<file path="src/rtl/hilo_muldiv_pkg.sv">
// rtl/hilo_muldiv_pkg.sv - op codes, FSM states and op decode helpers for hilo_muldiv_seq
package hilo_muldiv_pkg;

  typedef enum logic [1:0] {
    MD_MULT  = 2'b00,
    MD_MULTU = 2'b01,
    MD_DIV   = 2'b10,
    MD_DIVU  = 2'b11
  } md_op_e;

  typedef enum logic [2:0] {
    MD_S_IDLE     = 3'd0,
    MD_S_MUL      = 3'd1,
    MD_S_DIV_PREP = 3'd2,
    MD_S_DIV_ITER = 3'd3,
    MD_S_DIV_FIX  = 3'd4,
    MD_S_DONE     = 3'd5
  } md_state_e;

  localparam int MD_DATA_W = 32;

  function automatic logic is_div_op(input logic [1:0] op);
    return op[1];
  endfunction

  function automatic logic is_signed_op(input logic [1:0] op);
    return (op == MD_MULT) || (op == MD_DIV);
  endfunction

endpackage

</file>
<file path="src/rtl/hilo_muldiv_seq_if.sv">
// rtl/hilo_muldiv_seq_if.sv - EX-stage request/result bundle for the HI/LO mul/div sequencer
interface hilo_muldiv_seq_if;
  import hilo_muldiv_pkg::*;

  logic                 op_valid;
  logic [1:0]           op_code;
  logic [MD_DATA_W-1:0] op_a;
  logic [MD_DATA_W-1:0] op_b;
  logic                 flush;
  logic                 res_ack;
  logic                 stall_req;
  logic                 busy;
  logic                 res_valid;
  logic [MD_DATA_W-1:0] res_hi;
  logic [MD_DATA_W-1:0] res_lo;
  logic                 div_by_zero;

  modport master (
    output op_valid, op_code, op_a, op_b, flush, res_ack,
    input  stall_req, busy, res_valid, res_hi, res_lo, div_by_zero
  );

  modport slave (
    input  op_valid, op_code, op_a, op_b, flush, res_ack,
    output stall_req, busy, res_valid, res_hi, res_lo, div_by_zero
  );

endinterface

</file>
<file path="src/rtl/hilo_muldiv_seq_div_iter_core.sv">
// rtl/hilo_muldiv_seq_div_iter_core.sv - restoring divider datapath, one quotient bit per step
module hilo_muldiv_seq_div_iter_core #(
  parameter int WIDTH = 32
) (
  input  logic             clk,
  input  logic             rst,
  input  logic             load,
  input  logic             step,
  input  logic [WIDTH-1:0] dividend,
  input  logic [WIDTH-1:0] divisor,
  output logic [WIDTH-1:0] quotient,
  output logic [WIDTH-1:0] remainder
);

  logic [WIDTH-1:0] rem_q, rem_d;
  logic [WIDTH-1:0] quot_q, quot_d;
  logic [WIDTH-1:0] dsor_q, dsor_d;
  logic [WIDTH:0]   shifted;
  logic [WIDTH:0]   diff;

  // The dividend is shifted out of the quotient register MSB-first as quotient bits shift in.
  always_comb begin
    shifted = {rem_q, quot_q[WIDTH-1]};
    diff    = shifted - {1'b0, dsor_q};
    rem_d   = rem_q;
    quot_d  = quot_q;
    dsor_d  = dsor_q;
    if (load) begin
      rem_d  = '0;
      quot_d = dividend;
      dsor_d = divisor;
    end else if (step) begin
      rem_d  = diff[WIDTH] ? shifted[WIDTH-1:0] : diff[WIDTH-1:0];
      quot_d = {quot_q[WIDTH-2:0], ~diff[WIDTH]};
    end
  end

  always_ff @(posedge clk) begin
    if (rst) begin
      rem_q  <= '0;
      quot_q <= '0;
      dsor_q <= '0;
    end else begin
      rem_q  <= rem_d;
      quot_q <= quot_d;
      dsor_q <= dsor_d;
    end
  end

  assign quotient  = quot_q;
  assign remainder = rem_q;

endmodule

</file>
<file path="src/rtl/hilo_muldiv_seq.sv">
// rtl/hilo_muldiv_seq.sv - multi-cycle MULT/MULTU/DIV/DIVU sequencer producing an EX-stage HI+LO write
module hilo_muldiv_seq
  import hilo_muldiv_pkg::*;
#(
  parameter int MUL_LATENCY = 2,
  parameter int DIV_WIDTH   = 32
) (
  input  logic             clk,
  input  logic             rst,
  hilo_muldiv_seq_if.slave bus
);

  localparam int CNT_MAX = (DIV_WIDTH > MUL_LATENCY) ? DIV_WIDTH : MUL_LATENCY;
  localparam int CNT_W   = $clog2(CNT_MAX) + 1;

  md_state_e        state_q, state_d;
  logic [1:0]       op_code_q, op_code_d;
  logic [31:0]      op_a_q, op_a_d;
  logic [31:0]      op_b_q, op_b_d;
  logic [CNT_W-1:0] cnt_q, cnt_d;
  logic             neg_quot_q, neg_quot_d;
  logic             neg_rem_q, neg_rem_d;
  logic             dbz_q, dbz_d;
  logic [31:0]      res_hi_q, res_hi_d;
  logic [31:0]      res_lo_q, res_lo_d;

  logic             op_signed;
  logic             mul_last;
  logic             div_last;
  logic [63:0]      mul_a, mul_b, mul_prod, mul_tap;
  logic [31:0]      a_abs, b_abs, div_quot, div_rem;

  assign op_signed = is_signed_op(op_code_q);
  assign mul_last  = (cnt_q == CNT_W'(MUL_LATENCY - 1));
  assign div_last  = (cnt_q == '0);

  // Low 64 bits of the 33x33 product equal the low 64 bits of the 64-bit extended product.
  assign mul_a    = op_signed ? {{32{op_a_q[31]}}, op_a_q} : {32'd0, op_a_q};
  assign mul_b    = op_signed ? {{32{op_b_q[31]}}, op_b_q} : {32'd0, op_b_q};
  assign mul_prod = mul_a * mul_b;

  generate
    if (MUL_LATENCY == 1) begin : g_mul_direct
      assign mul_tap = mul_prod;
    end else begin : g_mul_pipe
      logic [63:0] pipe_q [MUL_LATENCY-1];
      always_ff @(posedge clk) begin
        pipe_q[0] <= mul_prod;
        for (int i = 1; i < MUL_LATENCY - 1; i++) pipe_q[i] <= pipe_q[i-1];
      end
      assign mul_tap = pipe_q[MUL_LATENCY-2];
    end
  endgenerate

  assign a_abs = (op_signed && op_a_q[31]) ? -op_a_q : op_a_q;
  assign b_abs = (op_signed && op_b_q[31]) ? -op_b_q : op_b_q;

  hilo_muldiv_seq_div_iter_core #(.WIDTH(DIV_WIDTH)) u_div_core (
    .clk       (clk),
    .rst       (rst),
    .load      (state_q == MD_S_DIV_PREP),
    .step      (state_q == MD_S_DIV_ITER),
    .dividend  (a_abs),
    .divisor   (b_abs),
    .quotient  (div_quot),
    .remainder (div_rem)
  );

  always_ff @(posedge clk) begin
    if (rst) begin
      state_q <= MD_S_IDLE;
    end else begin
      state_q <= state_d;
    end
  end

  always_comb begin
    state_d = state_q;
    if (bus.flush) begin
      state_d = MD_S_IDLE;
    end else begin
      case (state_q)
        MD_S_IDLE:     if (bus.op_valid) state_d = is_div_op(bus.op_code) ? MD_S_DIV_PREP : MD_S_MUL;
        MD_S_MUL:      if (mul_last) state_d = MD_S_DONE;
        MD_S_DIV_PREP: state_d = (op_b_q == '0) ? MD_S_DONE : MD_S_DIV_ITER;
        MD_S_DIV_ITER: if (div_last) state_d = MD_S_DIV_FIX;
        MD_S_DIV_FIX:  state_d = MD_S_DONE;
        MD_S_DONE:     if (bus.res_ack) state_d = MD_S_IDLE;
        default:       state_d = MD_S_IDLE;
      endcase
    end
  end

  always_comb begin
    op_code_d  = op_code_q;
    op_a_d     = op_a_q;
    op_b_d     = op_b_q;
    cnt_d      = cnt_q;
    neg_quot_d = neg_quot_q;
    neg_rem_d  = neg_rem_q;
    dbz_d      = dbz_q;
    res_hi_d   = res_hi_q;
    res_lo_d   = res_lo_q;
    if (bus.flush) begin
      dbz_d = 1'b0;
    end else begin
      case (state_q)
        MD_S_IDLE: begin
          if (bus.op_valid) begin
            op_code_d = bus.op_code;
            op_a_d    = bus.op_a;
            op_b_d    = bus.op_b;
            cnt_d     = '0;
          end
        end
        MD_S_MUL: begin
          cnt_d = cnt_q + 1'b1;
          if (mul_last) {res_hi_d, res_lo_d} = mul_tap;
        end
        MD_S_DIV_PREP: begin
          neg_quot_d = op_signed & (op_a_q[31] ^ op_b_q[31]);
          neg_rem_d  = op_signed & op_a_q[31];
          cnt_d      = CNT_W'(DIV_WIDTH - 1);
          if (op_b_q == '0) begin
            res_hi_d = op_a_q;
            res_lo_d = '1;
            dbz_d    = 1'b1;
          end
        end
        MD_S_DIV_ITER: begin
          if (!div_last) cnt_d = cnt_q - 1'b1;
        end
        MD_S_DIV_FIX: begin
          res_lo_d = neg_quot_q ? -div_quot : div_quot;
          res_hi_d = neg_rem_q ? -div_rem : div_rem;
        end
        MD_S_DONE: begin
          if (bus.res_ack) dbz_d = 1'b0;
        end
        default: ;
      endcase
    end
  end

  always_ff @(posedge clk) begin
    if (rst) begin
      op_code_q  <= '0;
      op_a_q     <= '0;
      op_b_q     <= '0;
      cnt_q      <= '0;
      neg_quot_q <= 1'b0;
      neg_rem_q  <= 1'b0;
      dbz_q      <= 1'b0;
      res_hi_q   <= '0;
      res_lo_q   <= '0;
    end else begin
      op_code_q  <= op_code_d;
      op_a_q     <= op_a_d;
      op_b_q     <= op_b_d;
      cnt_q      <= cnt_d;
      neg_quot_q <= neg_quot_d;
      neg_rem_q  <= neg_rem_d;
      dbz_q      <= dbz_d;
      res_hi_q   <= res_hi_d;
      res_lo_q   <= res_lo_d;
    end
  end

  // In IDLE the stall is combinational so EX is held in the very cycle the op is accepted.
  always_comb begin
    bus.busy        = (state_q != MD_S_IDLE);
    bus.res_valid   = (state_q == MD_S_DONE);
    bus.stall_req   = (state_q == MD_S_IDLE) ? (bus.op_valid & ~bus.flush)
                                             : (state_q != MD_S_DONE);
    bus.res_hi      = res_hi_q;
    bus.res_lo      = res_lo_q;
    bus.div_by_zero = dbz_q;
  end

endmodule

</file>
<file path="src/flat_wrapper.sv">
// flat-port wrapper written by rule: the top's interface ports become plain ports
module hilo_muldiv_seq_flat import hilo_muldiv_pkg::*;
#(
  parameter int MUL_LATENCY = 2,
  parameter int DIV_WIDTH   = 32
)
  (clk, rst, bus_op_valid, bus_op_code, bus_op_a, bus_op_b, bus_flush, bus_res_ack, bus_stall_req, bus_busy, bus_res_valid, bus_res_hi, bus_res_lo, bus_div_by_zero);
  hilo_muldiv_seq_if bus_i ();
  input  logic clk;
  input  logic rst;
  input wire logic [$bits(bus_i.op_valid)-1:0] bus_op_valid;
  input wire logic [$bits(bus_i.op_code)-1:0] bus_op_code;
  input wire logic [$bits(bus_i.op_a)-1:0] bus_op_a;
  input wire logic [$bits(bus_i.op_b)-1:0] bus_op_b;
  input wire logic [$bits(bus_i.flush)-1:0] bus_flush;
  input wire logic [$bits(bus_i.res_ack)-1:0] bus_res_ack;
  output wire logic [$bits(bus_i.stall_req)-1:0] bus_stall_req;
  output wire logic [$bits(bus_i.busy)-1:0] bus_busy;
  output wire logic [$bits(bus_i.res_valid)-1:0] bus_res_valid;
  output wire logic [$bits(bus_i.res_hi)-1:0] bus_res_hi;
  output wire logic [$bits(bus_i.res_lo)-1:0] bus_res_lo;
  output wire logic [$bits(bus_i.div_by_zero)-1:0] bus_div_by_zero;
  assign bus_i.op_valid = bus_op_valid;
  assign bus_i.op_code = bus_op_code;
  assign bus_i.op_a = bus_op_a;
  assign bus_i.op_b = bus_op_b;
  assign bus_i.flush = bus_flush;
  assign bus_i.res_ack = bus_res_ack;
  assign bus_stall_req = bus_i.stall_req;
  assign bus_busy = bus_i.busy;
  assign bus_res_valid = bus_i.res_valid;
  assign bus_res_hi = bus_i.res_hi;
  assign bus_res_lo = bus_i.res_lo;
  assign bus_div_by_zero = bus_i.div_by_zero;
  hilo_muldiv_seq #(.MUL_LATENCY(MUL_LATENCY), .DIV_WIDTH(DIV_WIDTH)) u_core (.clk(clk), .rst(rst), .bus(bus_i));
endmodule
</file>
<file path="config.mk">
export PLATFORM = sky130hd
export DESIGN_NAME = hilo_muldiv_seq_flat
export DESIGN_NICKNAME = d
export VERILOG_FILES = /design/src/rtl/hilo_muldiv_pkg.sv /design/src/rtl/hilo_muldiv_seq_if.sv /design/src/rtl/hilo_muldiv_seq_div_iter_core.sv /design/src/rtl/hilo_muldiv_seq.sv /design/src/flat_wrapper.sv
export SDC_FILE = /design/constraint.sdc
export NUM_CORES = 2
export LEC_CHECK = 0
export CAP_MARGIN = 40
export CORE_MARGIN = 2
export CORE_UTILIZATION = 50
export CTS_BUF_LIST = sky130_fd_sc_hd__clkbuf_8
export DETAILED_ROUTE_END_ITERATION = 7
export PLACE_DENSITY = 0.73
export SETUP_SLACK_MARGIN = 0.1
export SYNTH_ARGS = -nofsm -noshare
export SYNTH_HDL_FRONTEND = slang
export SYNTH_SLANG_ARGS = --single-unit
</file>
<file path="constraint.sdc">
create_clock -name clk -period 11.1 [get_ports clk]
set_clock_uncertainty 0.15 [all_clocks]
set_input_delay 2.775 -clock clk [delete_from_list [all_inputs] [get_ports clk]]
set_output_delay 2.775 -clock clk [all_outputs]
set_load 0.05 [all_outputs]
</file>
### Word level (Yosys, flattened, before mapping)

Memory sizes are Yosys's and may differ from the RTL's.
Index checks and enable logic that the tools add are counted.

| word-level totals | value |
|---|---|
| output and inout port bits | 68 |
| memories kept | 1 |
| bits in writable memories | 64 |
| flip-flop bits (word level) | 238 |

Memories:

| memory | depth | bits a word | read ports | clocked after memory_dff | write ports | RTL line | text |
|---|---|---|---|---|---|---|---|
| u_core.g_mul_pipe.pipe_q | 1 | 64 | 1 | 0 | 1 | hilo_muldiv_seq.sv:46 | `logic [63:0] pipe_q [MUL_LATENCY-1];` |

| operators by class | value |
|---|---|
| $mul | 1 |
| $add $sub $neg | 7 |
| muxes and demuxes | 29 |
| eq/ne operators | 14 |
| reductions and logical operators | 20 |
| bitwise operators | 6 |

Operators by type and width:

| operator | count |
|---|---|
| 2-to-1 mux 32 bit | 11 |
| one-hot mux 32 bit (3 select lines) | 2 |
| 2-to-1 mux 64 bit | 2 |
| negation 32 bit | 4 |
| multiplier 64 x 64 -> 64 bit | 1 |
| subtractor 33 x 32 -> 33 bit | 1 |
| zero test 32 bit | 1 |
| one-hot mux 6 bit (4 select lines) | 1 |
| one-hot mux 3 bit (6 select lines) | 1 |
| 2-to-1 mux 3 bit | 5 |
| 2-to-1 mux 6 bit | 2 |
| AND reduction 4 bit | 3 |
| adder 6 x 1 -> 6 bit (second input constant) | 1 |
| equality test 3 x 2 -> 1 bit (second input constant) | 2 |
| equality test 3 bit (second input constant) | 2 |
| equality test 6 x 1 -> 1 bit (second input constant) | 1 |
| zero test 6 bit | 1 |
| inequality test 2 x 1 -> 1 bit (second input constant) | 3 |
| inequality test 2 bit (second input constant) | 3 |
| AND reduction 3 bit | 2 |
| nonzero test 3 bit | 2 |
| subtractor 6 x 1 -> 6 bit (second input constant) | 1 |
| nonzero test 2 bit | 2 |
| nonzero test 4 bit | 1 |
| 15 further kinds | 22 |

### Depth between registers and ports, before layout

| logic depth | value |
|---|---|
| word-level depth | 5 |
| mapped depth | 37 |
| gate-level depth less buffers | 33 |

### Cells and area by module

A second synthesis with hierarchy kept.

| second synthesis, totals | value |
|---|---|
| cells, all modules | 7074 |
| area total of the unflattened synthesis | 63875.0 um^2 |

By module, submodules not included:

| module | times used | area each (um^2) | seq. area each (um^2) | cells an instance |
|---|---|---|---|---|
| hilo_muldiv_seq | 1 | 58058.2 | 4103.9 | 6369 |
| hilo_muldiv_seq_div_iter_core | 1 | 5816.8 | 1921.8 | 705 |

### Worst setup path before layout

OpenSTA, ideal clock, no wires.

| timing path | value |
|---|---|
| path type | register to register |
| from | register u_core.op_a_q[31] |
| to | memory u_core.g_mul_pipe.pipe_q[0][63] |
| arrival time | 9.710 ns |
| setup slack | 1.120 ns |
| period minus slack after synthesis | 9.980 ns |
| cell stages (with the launch flop) | 34 |
| buffers on the path | 5 |
| path through | dfxtp_1 clkbuf_1 nor2b_1 clkbuf_1 clkbuf_1 clkbuf_1 nand2_1 fa_1 inv_1 fa_1 fa_1 inv_1 fa_1 inv_1 fa_1 fa_1 fa_1 fa_1 fa_1 inv_1 fa_1 inv_1 ha_1 clkbuf_1 a21o_1 a21o_1 a21oi_1 o21ai_0 or3_1 a31o_2 a311o_1 a31oi_1 o21ai_0 xnor2_1 |

| on the way | value |
|---|---|
| longest elaborated chain between the ends | 2 |

Ends and longest elaborated chain:

| element | RTL line | text |
|---|---|---|
| start, declared | hilo_muldiv_seq.sv:18 | `logic [31:0] op_a_q, op_a_d;` |
| start signal, assigned | hilo_muldiv_seq.sv:158 | `op_a_q <= op_a_d;` |
| 2-to-1 mux 64 bit | hilo_muldiv_seq.sv:38 | `assign mul_a = op_signed ? {{32{op_a_q[31]}}, op_a_q} : {32'd0, op_a_q};` |
| multiplier 64 x 64 -> 64 bit | hilo_muldiv_seq.sv:40 | `assign mul_prod = mul_a * mul_b;` |
| via u_core.mul_prod[63] | hilo_muldiv_seq.sv:30 | `logic [63:0] mul_a, mul_b, mul_prod, mul_tap;` |
| end, declared | hilo_muldiv_seq.sv:46 |  |

The timed path passes the listed nets, and every way through them passes these cells.

### Worst setup path in the final report

Same ends and word-level chain as after synthesis.

==> out/results.ini <==
[status]
status = finished, final reports clean

[clock_tree]
cts_setup_buffers = 0
clock_latency_ns = 0.66
cts_max_path_buffers = 3
cts_root_buf = clkbuf_8
htree_levels = 2
ctsResizeCount = 0
postCtsHoldBufs = 0
clock-sinks = 301
cts_tree = yes
clk_pin_slew_ns = 0.07
cts_buffers = 49

[placed_design]
portBuffers = 138
dp_slack_ns = 0.702
dpl.hpwl_microns = 163000
gp_congestion = 1.04

[sta]
tns_ns = 0
worstMarginPinSlew_ns = 1.02
finalMaxSlewViolations = 0
finalHoldViolCount = 0
postLayoutSetupSlackWorst_ns = 0.598
finalSetupViolations = 0
finalCritPeriodShare_pct = 94.6
relSlewSlack_pct = 31.7
rsz0062_at_grt = no
layout_min_cycle_time_ns = 10.50
fmaxAchievable_mhz = 95.2

[detailed_routing]
vias_per_cell = 5.62
ant_nets = 0
drt-initial-drc-count = 4842
dr_wl_met2_microns = 90400
route.met3.wl_microns = 20000
totalWireLength_microns = 201000
avgRoutedWirePerCell_microns = 23.1
vias = 48746
drt-pass1-iter-count = 6
drc = 0
met1_length_microns = 78500
top_layer = met5

[logic_synthesis]
synth_area_sq_um = 63100
synth_nets = 8914
synth_area_leaders = fa_1, dfxtp_1, inv_1, ha_1, and2_1
synth-main-ff-cell = dfxtp_1
synth_top_area_share_pct = 45.1
syn_area_per_cell_sq_um = 8.92
syn-instance-count = 7070
synth_xor_area_share_pct = 3.61
synth_edf_count = 0
synthAdderAreaFrac_pct = 52.1
ys_warn_count = 0
ys_ff_latch = 301
yosys.area_share.simple_pct = 15.2
muxShareOfSynthArea_pct = 0.159
async_flop_share_pct = 0
synth_top_family_by_area = adder cells
yosys.cell_types.count = 78
ys_seq_area_share_pct = 9.55
synth_compound_area_share_pct = 7.70
synth_area_leader_cell = fa_1

[worst_setup_path]
critical_path_buf_inv_count = 6
critPathArrivalTime_ns = 10.87
crit_start = u_core.op_a_q[31]$_SDFFE_PP0P_
cpMostUsedCell = fa_1
crit_fanout = 43
end_kind = flip-flop
r2r_start = u_core.op_a_q[31]$_SDFFE_PP0P_
r2r_slack_ns = 0.60
start_kind = flip-flop
required_ns = 11.47
criticalPathCategory = reg2reg
cpMaxStageDelayCell = fa_1
worst_path_dominant_cell_family = adder cells
max_stage_delay_ns = 0.87

[run]
maxCapViolCount = 0

[die]
io_pins = 139
coreArea_sq_um = 125000
die_w_microns = 359
rows = 130
initial_utilization_pct = 50.3
die_area_sq_um = 129000
die_y_microns = 359

[grt]
grt_max_degree = 86
antenna_found_initial = 5
grt_pass1_wl_microns = 310000
grt-ovfl-total = 0
grt_usage_pct = 31.6
grt_pass1_vias = 51947

[cells_and_area]
drive_above_1_share_pct = 3.99
fin_nets = 8834
area_delta_synth_final_pct = 6.91
final_cell_mix = inv_1, fa_1, nand2_1
layout.cells.most_common = inv_1

[power]
vdd_drop_max_mv = 0.0834
leakagePower_uw = 0.0331
power_density_nw_per_um2 = 63.6

[worst_hold_path]
min_from = u_core.g_mul_pipe.pipe_q[0][26]$_DFF_P_
worst_hold_path_type = reg2reg

-- logic make-up after synthesis --
kind of cell             Yosys count
XOR/XNOR                         260
adder cells (fa/ha/maj)         1774
flip-flops                       301
AND/OR/NAND/NOR                 2000
multiplexers                      10
AO/OA/AOI/OAI                    766
buffers and inverters           1959
-- synthesized netlist by cell type, drive strengths merged (4+ instances only) --
| library cell | number |
|---|---|
| a211oi | 77 |
| a221o | 5 |
| ha | 352 |
| a2111oi | 19 |
| buf | 60 |
| or2 | 10 |
| o22ai | 6 |
| xor2 | 103 |
| or3 | 23 |
| o31ai | 23 |
| a31oi | 17 |
| nand2b | 16 |
| o41ai | 17 |
| dfxtp | 301 |
| fa | 1421 |
| mux2i | 10 |
| or4 | 14 |
| a211o | 5 |
| xnor2 | 157 |
| nand2 | 891 |
| nor2 | 268 |
| nor2b | 23 |
| nand4 | 20 |
| nor3 | 76 |
| o21bai | 15 |
| nand4b | 4 |
| clkbuf | 355 |
| o211ai | 17 |
| nand3 | 23 |
| nor4 | 13 |
| inv | 1543 |
| and3 | 14 |
| a21o | 51 |
| nor3b | 11 |
| and2 | 585 |
| a221oi | 18 |
| o21ai | 158 |
| a311oi | 20 |
| a31o | 5 |
| a22oi | 13 |
| o21a | 13 |
| a21oi | 263 |
-- cell type report --
cell class              count  area [sq um]
fillers                 11277         58000
well taps                1650          2060
diodes                      4          10.0
flip-flops and latches    301          6050
clock inverters            23           264
inverters                1544          5800
multi-input cells        4810         49700
clock buffers              64           881
repair buffers            284          2640
-- sequential cells by signal (all words and copies together) (netlist names) --
| register | cells |
|---|---|
| u_core.op_a_q | 32 |
| u_core.u_div_core.dsor_q | 32 |
| u_core.op_code_q | 1 |
| u_core.cnt_q | 6 |
| u_core.state_q | 3 |
| u_core.g_mul_pipe.pipe_q | 64 |
| u_core.bus.div_by_zero | 1 |
| u_core.u_div_core.quotient | 32 |
| u_core.op_b_q | 32 |
| u_core.bus.res_lo | 32 |
| u_core.neg_rem_q | 1 |
| u_core.neg_quot_q | 1 |
| u_core.u_div_core.remainder | 32 |
| u_core.bus.res_hi | 32 |
-- stage by stage --
step | power [uW] | cell area [sq um] | instances | hold slack [ns] | utilization [%]
2_1_floorplan | 2430 | 63100 | 7070 | 0.282 | -
3_3_place_gp | 3040 | 66000 | 8574 | 0.296 | 52.7
5_1_grt | 4490 | 67400 | 8677 | 0.324 | 53.8
6_report | 4290 | 67400 | 8680 | 0.303 | 53.8
3_5_place_dp | 3080 | 66300 | 8587 | 0.302 | 52.8
4_1_cts | 4240 | 67400 | 8674 | 0.303 | 53.7
-- power breakdown --
part / total, uW / switching (uW) / internal [uW]
registers: 1280 / 104 / 1180
logic: 1840 / 1180 / 658
clock network: 1170 / 510 / 655
total: 4290 / 1800 / 2490
-- layer usage --
layer,vias up,track usage [%]
li1,21001,-
met1,24690,41.4
met2,2496,50.2
met3,557,6.62
met4,2,15.2
met5,-,0
-- worst reg2reg max path, delay by kind of cell, from the launching register on --
| family | cells | cell delay [ns] |
|---|---|---|
| fa+ha+maj | 11 | 6.04 |
| compound gates | 8 | 1.78 |
| buf+inv | 6 | 1.14 |
| simple gates | 3 | 0.81 |
| flops | 1 | 0.33 |
| xor+xnor | 1 | 0.15 |
-- final timing paths --
check        cells past startpoint                                      end
max                             29  u_core.g_mul_pipe.pipe_q[0][63]$_DFF_P_
min                              2       u_core.bus.res_lo[26]$_SDFFE_PP0P_
max reg2reg                     29  u_core.g_mul_pipe.pipe_q[0][63]$_DFF_P_
min reg2reg                      2       u_core.bus.res_lo[26]$_SDFFE_PP0P_
No activity file was read; power rests on OpenSTA's default activity.
